==> src/rtl/mac_seq_ctrl_if.sv <==
// mac_seq_ctrl_if: job config, operand stream, MAC hookup and result stream bundle
interface mac_seq_ctrl_if #(
  parameter int DATA_WIDTH = 32,
  parameter int LEN_WIDTH  = 10,
  parameter int CNT_WIDTH  = 10
);
  logic                  cfg_start;
  logic [LEN_WIDTH-1:0]  cfg_len;
  logic [CNT_WIDTH-1:0]  cfg_count;
  logic                  busy;
  logic                  done;
  logic                  error;
  logic [DATA_WIDTH-1:0] s_tdata;
  logic                  s_tvalid;
  logic                  s_tlast;
  logic                  s_tready;
  logic                  mac_clr;
  logic                  mac_en;
  logic [DATA_WIDTH-1:0] mac_operand;
  logic [DATA_WIDTH-1:0] mac_acc;
  logic [DATA_WIDTH-1:0] m_tdata;
  logic                  m_tvalid;
  logic                  m_tlast;
  logic                  m_tready;
  modport slave (
    input  cfg_start, cfg_len, cfg_count, s_tdata, s_tvalid, s_tlast, mac_acc, m_tready,
    output busy, done, error, s_tready, mac_clr, mac_en, mac_operand, m_tdata, m_tvalid, m_tlast
  );
  modport master (
    output cfg_start, cfg_len, cfg_count, s_tdata, s_tvalid, s_tlast, mac_acc, m_tready,
    input  busy, done, error, s_tready, mac_clr, mac_en, mac_operand, m_tdata, m_tvalid, m_tlast
  );
endinterface

==> src/rtl/mac_seq_ctrl.sv <==
// mac_seq_ctrl: job sequencer gating operand beats into a MAC and streaming one result per dot product
module mac_seq_ctrl #(
  parameter int DATA_WIDTH  = 32,
  parameter int LEN_WIDTH   = 10,
  parameter int CNT_WIDTH   = 10,
  parameter int MAC_LATENCY = 3
) (
  input logic            ACLK,
  input logic            ARESETN,
  mac_seq_ctrl_if.slave  bus
);
  localparam int LAT_W = $clog2(MAC_LATENCY + 1);
  typedef enum logic [2:0] {IDLE, CLEAR, FEED, DRAIN, EMIT, DONE} state_t;
  state_t                state, state_nx;
  logic [LEN_WIDTH-1:0]  len_m1, tap_cnt;
  logic [CNT_WIDTH-1:0]  cnt_m1, out_cnt;
  logic [LAT_W-1:0]      lat_cnt;
  logic [DATA_WIDTH-1:0] result;
  logic                  done_r, err_r;
  logic                  start_req, start_ok, beat, last_tap, out_last, emit_hs;
  always_comb begin
    start_req = state == IDLE && bus.cfg_start;
    start_ok  = start_req && bus.cfg_len != '0 && bus.cfg_count != '0;
    beat      = state == FEED && bus.s_tvalid;
    last_tap  = tap_cnt == len_m1;
    out_last  = out_cnt == cnt_m1;
    emit_hs   = state == EMIT && bus.m_tready;
    state_nx  = state;
    case (state)
      IDLE:    state_nx = start_ok ? CLEAR : IDLE;
      CLEAR:   state_nx = FEED;
      FEED:    state_nx = (beat && last_tap) ? DRAIN : FEED;
      DRAIN:   state_nx = (lat_cnt == '0) ? EMIT : DRAIN;
      EMIT:    state_nx = emit_hs ? (out_last ? DONE : CLEAR) : EMIT;
      default: state_nx = IDLE;
    endcase
  end
  assign bus.busy        = state inside {CLEAR, FEED, DRAIN, EMIT};
  assign bus.done        = done_r;
  assign bus.error       = err_r;
  assign bus.s_tready    = state == FEED;
  assign bus.mac_clr     = state == CLEAR;
  assign bus.mac_en      = beat;
  assign bus.mac_operand = state == FEED ? bus.s_tdata : '0;
  assign bus.m_tdata     = result;
  assign bus.m_tvalid    = state == EMIT;
  assign bus.m_tlast     = state == EMIT && out_last;
  always_ff @(posedge ACLK or negedge ARESETN) begin
    if (!ARESETN) begin
      state   <= IDLE;
      len_m1  <= '0;
      cnt_m1  <= '0;
      tap_cnt <= '0;
      out_cnt <= '0;
      lat_cnt <= '0;
      result  <= '0;
      done_r  <= 1'b0;
      err_r   <= 1'b0;
    end else begin
      state  <= state_nx;
      done_r <= (start_req && !start_ok) || (emit_hs && out_last);
      if (start_req)
        err_r <= !start_ok;
      else if (beat && bus.s_tlast != last_tap)
        err_r <= 1'b1;
      if (start_ok) begin
        len_m1  <= bus.cfg_len - 1'b1;
        cnt_m1  <= bus.cfg_count - 1'b1;
        out_cnt <= '0;
      end
      if (state == CLEAR)
        tap_cnt <= '0;
      else if (beat)
        tap_cnt <= tap_cnt + 1'b1;
      if (beat && last_tap)
        lat_cnt <= LAT_W'(MAC_LATENCY - 1);
      // the sum is only final once the MAC pipeline has fully drained
      if (state == DRAIN) begin
        if (lat_cnt == '0)
          result <= bus.mac_acc;
        else
          lat_cnt <= lat_cnt - 1'b1;
      end
      if (emit_hs && !out_last)
        out_cnt <= out_cnt + 1'b1;
    end
  end
endmodule

==> src/flat_wrapper.sv <==
// flat-port wrapper written by rule: the top's interface ports become plain ports
module mac_seq_ctrl_flat 
#(
  parameter int DATA_WIDTH  = 32,
  parameter int LEN_WIDTH   = 10,
  parameter int CNT_WIDTH   = 10,
  parameter int MAC_LATENCY = 3
)
  (ACLK, ARESETN, bus_cfg_start, bus_cfg_len, bus_cfg_count, bus_s_tdata, bus_s_tvalid, bus_s_tlast, bus_mac_acc, bus_m_tready, bus_busy, bus_done, bus_error, bus_s_tready, bus_mac_clr, bus_mac_en, bus_mac_operand, bus_m_tdata, bus_m_tvalid, bus_m_tlast);
  mac_seq_ctrl_if #(.DATA_WIDTH(DATA_WIDTH), .LEN_WIDTH(LEN_WIDTH), .CNT_WIDTH(CNT_WIDTH)) bus_i ();
  input logic ACLK;
  input logic ARESETN;
  input wire logic [$bits(bus_i.cfg_start)-1:0] bus_cfg_start;
  input wire logic [$bits(bus_i.cfg_len)-1:0] bus_cfg_len;
  input wire logic [$bits(bus_i.cfg_count)-1:0] bus_cfg_count;
  input wire logic [$bits(bus_i.s_tdata)-1:0] bus_s_tdata;
  input wire logic [$bits(bus_i.s_tvalid)-1:0] bus_s_tvalid;
  input wire logic [$bits(bus_i.s_tlast)-1:0] bus_s_tlast;
  input wire logic [$bits(bus_i.mac_acc)-1:0] bus_mac_acc;
  input wire logic [$bits(bus_i.m_tready)-1:0] bus_m_tready;
  output wire logic [$bits(bus_i.busy)-1:0] bus_busy;
  output wire logic [$bits(bus_i.done)-1:0] bus_done;
  output wire logic [$bits(bus_i.error)-1:0] bus_error;
  output wire logic [$bits(bus_i.s_tready)-1:0] bus_s_tready;
  output wire logic [$bits(bus_i.mac_clr)-1:0] bus_mac_clr;
  output wire logic [$bits(bus_i.mac_en)-1:0] bus_mac_en;
  output wire logic [$bits(bus_i.mac_operand)-1:0] bus_mac_operand;
  output wire logic [$bits(bus_i.m_tdata)-1:0] bus_m_tdata;
  output wire logic [$bits(bus_i.m_tvalid)-1:0] bus_m_tvalid;
  output wire logic [$bits(bus_i.m_tlast)-1:0] bus_m_tlast;
  assign bus_i.cfg_start = bus_cfg_start;
  assign bus_i.cfg_len = bus_cfg_len;
  assign bus_i.cfg_count = bus_cfg_count;
  assign bus_i.s_tdata = bus_s_tdata;
  assign bus_i.s_tvalid = bus_s_tvalid;
  assign bus_i.s_tlast = bus_s_tlast;
  assign bus_i.mac_acc = bus_mac_acc;
  assign bus_i.m_tready = bus_m_tready;
  assign bus_busy = bus_i.busy;
  assign bus_done = bus_i.done;
  assign bus_error = bus_i.error;
  assign bus_s_tready = bus_i.s_tready;
  assign bus_mac_clr = bus_i.mac_clr;
  assign bus_mac_en = bus_i.mac_en;
  assign bus_mac_operand = bus_i.mac_operand;
  assign bus_m_tdata = bus_i.m_tdata;
  assign bus_m_tvalid = bus_i.m_tvalid;
  assign bus_m_tlast = bus_i.m_tlast;
  mac_seq_ctrl #(.DATA_WIDTH(DATA_WIDTH), .LEN_WIDTH(LEN_WIDTH), .CNT_WIDTH(CNT_WIDTH), .MAC_LATENCY(MAC_LATENCY)) u_core (.ACLK(ACLK), .ARESETN(ARESETN), .bus(bus_i));
endmodule
==> config.mk <==
export PLATFORM = sky130hd
export DESIGN_NAME = mac_seq_ctrl_flat
export DESIGN_NICKNAME = d
export VERILOG_FILES = /design/src/rtl/mac_seq_ctrl_if.sv /design/src/rtl/mac_seq_ctrl.sv /design/src/flat_wrapper.sv
export SDC_FILE = /design/constraint.sdc
export NUM_CORES = 1
export LEC_CHECK = 0
export BUFFER_PORTS_ARGS = -buffer_cell sky130_fd_sc_hd__buf_2
export CAP_MARGIN = 15
export CORE_MARGIN = 10
export CORE_UTILIZATION = 25
export DETAILED_ROUTE_END_ITERATION = 10
export HOLD_SLACK_MARGIN = 0.03
export PLACE_DENSITY = 0.47
export SETUP_SLACK_MARGIN = 0.15
export SKIP_LAST_GASP = 1
export SYNTH_ARGS = -nofsm -noshare
export SYNTH_HDL_FRONTEND = slang
export SYNTH_SLANG_ARGS = --single-unit
export TNS_END_PERCENT = 10
==> constraint.sdc <==
create_clock -name ACLK -period 4.5 [get_ports ACLK]
set_input_delay 0.225 -clock ACLK [delete_from_list [all_inputs] [get_ports ACLK]]
set_output_delay 0.225 -clock ACLK [all_outputs]
set_load 0.02 [all_outputs]
==> out/metrics.yaml <==
crit_path_start_kind: "register"
synth_common_cells: "79 x dfrtp_1, 47 x nand2_1, 34 x and2_1, 32 x mux2_2, 23 x o21ai_0"
grt-ovfl-total: 0
tightest_slew_ns: 0.7815
hold_path.class: "input pin to register"
num_io_pins: 162
synth_ff_type: "dfrtp_1"
grt_usage: 0.1056
cts_htree_levels: 3
cp-end-kind: "output pin"
placed_area_um2: 5117
antenna_cells: 0
vias_per_cell: 4.287
worstSkewPairLatency_ns: 0.34
syn_inst: 394
hpwl_mm: 9.014
synth.largest_area_cell: "dfrtp_1"
dr.pass1.iters: 4
synth_most_common_cell: "dfrtp_1"
drt_iter0_markers: 105
clk_pin_slew_worst_paths_ns: 0.06
fmax_mhz: 448.1
setup_viol: 0
rsz0062_at_grt: "no"
yosys-top-cells-area: "dfrtp_1 48%, mux2_2 8.8%, and2_1 5.2%, xor2_1 4.7%, nand2_1 4.3%"
final_nets: 652
path_max_fanout: 10
routabilityCongestion: 0.7592
routed_wl_mm: 11.60
filler_cell_count: 1643
vias: 3327
synth_cell_types: 44
tritoncts: "built"
period_share: 0.4959
power_mw: 3.374
die_w_um: 148.0
die_area_um2: 21890
wl_met3_um: 860
postSynthAreaPerCell_um2: 10.39
routed.top_layer: "met4"
die_h_um: 148.0
holdWs_ns: 0.1153
cts-root-buf: "clkbuf_16"
async_reset_ff_frac: 1.000
min_period_ns: 2.232
synth_edf_count: 0
clockBufferDepth: 2
drt-met1-wl_mm: 5.490
required_ns: 4.28
relSlewSlack: 0.4784
synth_area_um2: 4093
synth_top_area_share: 0.4830
status: "completed"
fin_area_um2: 5464
clock_skew_ns: 0.007867
cts-resized-gates: 0
setup_tns_ns: 0
p_leak_nw: 2.684
finalHoldViolCount: 0
drc: 0
grt_max_degree: 80
ir_drop_v: 0.0001818
finalMaxSlewViolations: 0
grt_pass1_vias: 3472
area.growth.synth_to_final_pct: 33.51
port_buffers: 161
drtAntennaViolNets: 0
fp.coreArea_um2: 15940
maxCapViolCount: 0
arrival_ns: 2.01
ys_seq_elements: 79
grt_pass1_wl_mm: 18.64
antenna_found_initial: 0
numClockSinks: 79
power-per-cell-area_nw_per_um2: 617.5
yosysWarnings: 0
cts_setup_buffers: 0
initial_core_util: 0.2567
synth_nets: 490
cts_made_buffers: 9
path_class: "register to output pin"
drive_gt1_frac: 0.4054
wl_met2_mm: 5.055
wl_per_cell_um: 14.95
num_rows: 46
synth-seq-area-share: 0.4830
cells by family (layout without fill, tap and decap cells):
logic type,after synthesis,in the layout,synth area share
simple gates,153,153,0.2021
flops,79,79,0.4830
compound gates,52,52,0.08132
xor+xnor,42,42,0.08988
mux,35,35,0.09661
buf+inv,27,193,0.02874
fa+ha+maj,6,6,0.01834
cell usage in the layout (no fill, tap or decap), types with 4 or more instances in the layout:
cell type / Yosys / final
and2_1: 34 / 34
nor3_1: 7 / 7
nor2_1: 22 / 22
nor4_1: 4 / 4
inv_1: 13 / 13
ha_1: 6 / 6
a21oi_1: 4 / 4
nand2_1: 47 / 47
nand3_1: 9 / 9
o21ai_1: 12 / 12
dfrtp_1: 79 / 79
nand4_1: 6 / 6
mux2_2: 32 / 32
nor4_2: 4 / 4
xnor2_1: 20 / 20
o21ai_0: 23 / 23
clkbuf_16: 0 / 9
and3_1: 8 / 8
xor2_1: 22 / 22
buf_2: 10 / 160
final timing paths:
check / from / depth (start not counted) / slack (ns) / end
max in group asynchronous: ARESETN / 3 / 3.53 / u_core.out_cnt[3]
setup reg to reg: u_core.state[2] / 5 / 2.36 / u_core.len_m1[4]
min in group asynchronous: ARESETN / 2 / 0.39 / u_core.out_cnt[0]
hold / removal: bus_mac_acc[9] / 2 / 0.12 / u_core.bus.m_tdata[9]
hold reg to reg: u_core.out_cnt[9] / 1 / 0.50 / u_core.out_cnt[9]
setup / recovery: u_core.state[1] / 3 / 2.27 / bus_mac_clr
layout make-up:
type	count	area (µm²)	area share
Multi-Input combinational cell	288	1998	0.3657
Sequential cell	79	1977	0.3618
Timing Repair Buffer	165	860.8	0.1575
Clock buffer	13	270.3	0.04946
Tap cell	216	270.3	0.04946
Inverter	13	48.80	0.008931
Clock inverter	2	38.79	0.007099
flip-flops by register name, summed over array words and instances (netlist names):
register	flops
u_core.bus.m_tdata	32
u_core.cnt_m1	10
u_core.len_m1	10
u_core.out_cnt	10
u_core.tap_cnt	10
u_core.state	3
u_core.lat_cnt	2
u_core.bus.done	1
u_core.bus.error	1
worst max-delay path, cell delays in order (launching register included):
cell,delay (ns)
dfrtp_1,0.50
nand2b_1,0.28
nor2_1,0.59
buf_2,0.29
where the power goes:
| part | switching, mW | total (mW) | leakage [nW] | internal [mW] |
|---|---|---|---|---|
| Clock | 0.281 | 0.754 | 0.152 | 0.473 |
| Combinational | 0.834 | 1.42 | 1.54 | 0.585 |
| Sequential | 0.209 | 1.20 | 0.988 | 0.993 |
| Total | 1.32 | 3.37 | 2.68 | 2.05 |
repair_timing:
item                       in CTS  in global routing
hold endpoints to repair        0                 34
setup endpoints to repair       0                  0
hold buffers                    0                  1
metrics by stage:
step | instances | util | setup slack (ns)
after global placement | 759 | 0.3210 | 2.469
after floorplan | 394 | - | 2.615
final | 776 | 0.3427 | 2.268
after global routing | 776 | 0.3427 | 2.060
after CTS | 774 | 0.3404 | 2.206
after detailed placement | 759 | 0.3210 | 2.355
routing by layer:
| layer | track usage | up-vias |
|---|---|---|
| li1 | - | 1661 |
| met1 | 0.1364 | 1536 |
| met2 | 0.1564 | 112 |
| met3 | 0.03816 | 18 |
| met4 | 0.04212 | 0 |
| met5 | 0 | - |
(Power assumes the default switching activity.)
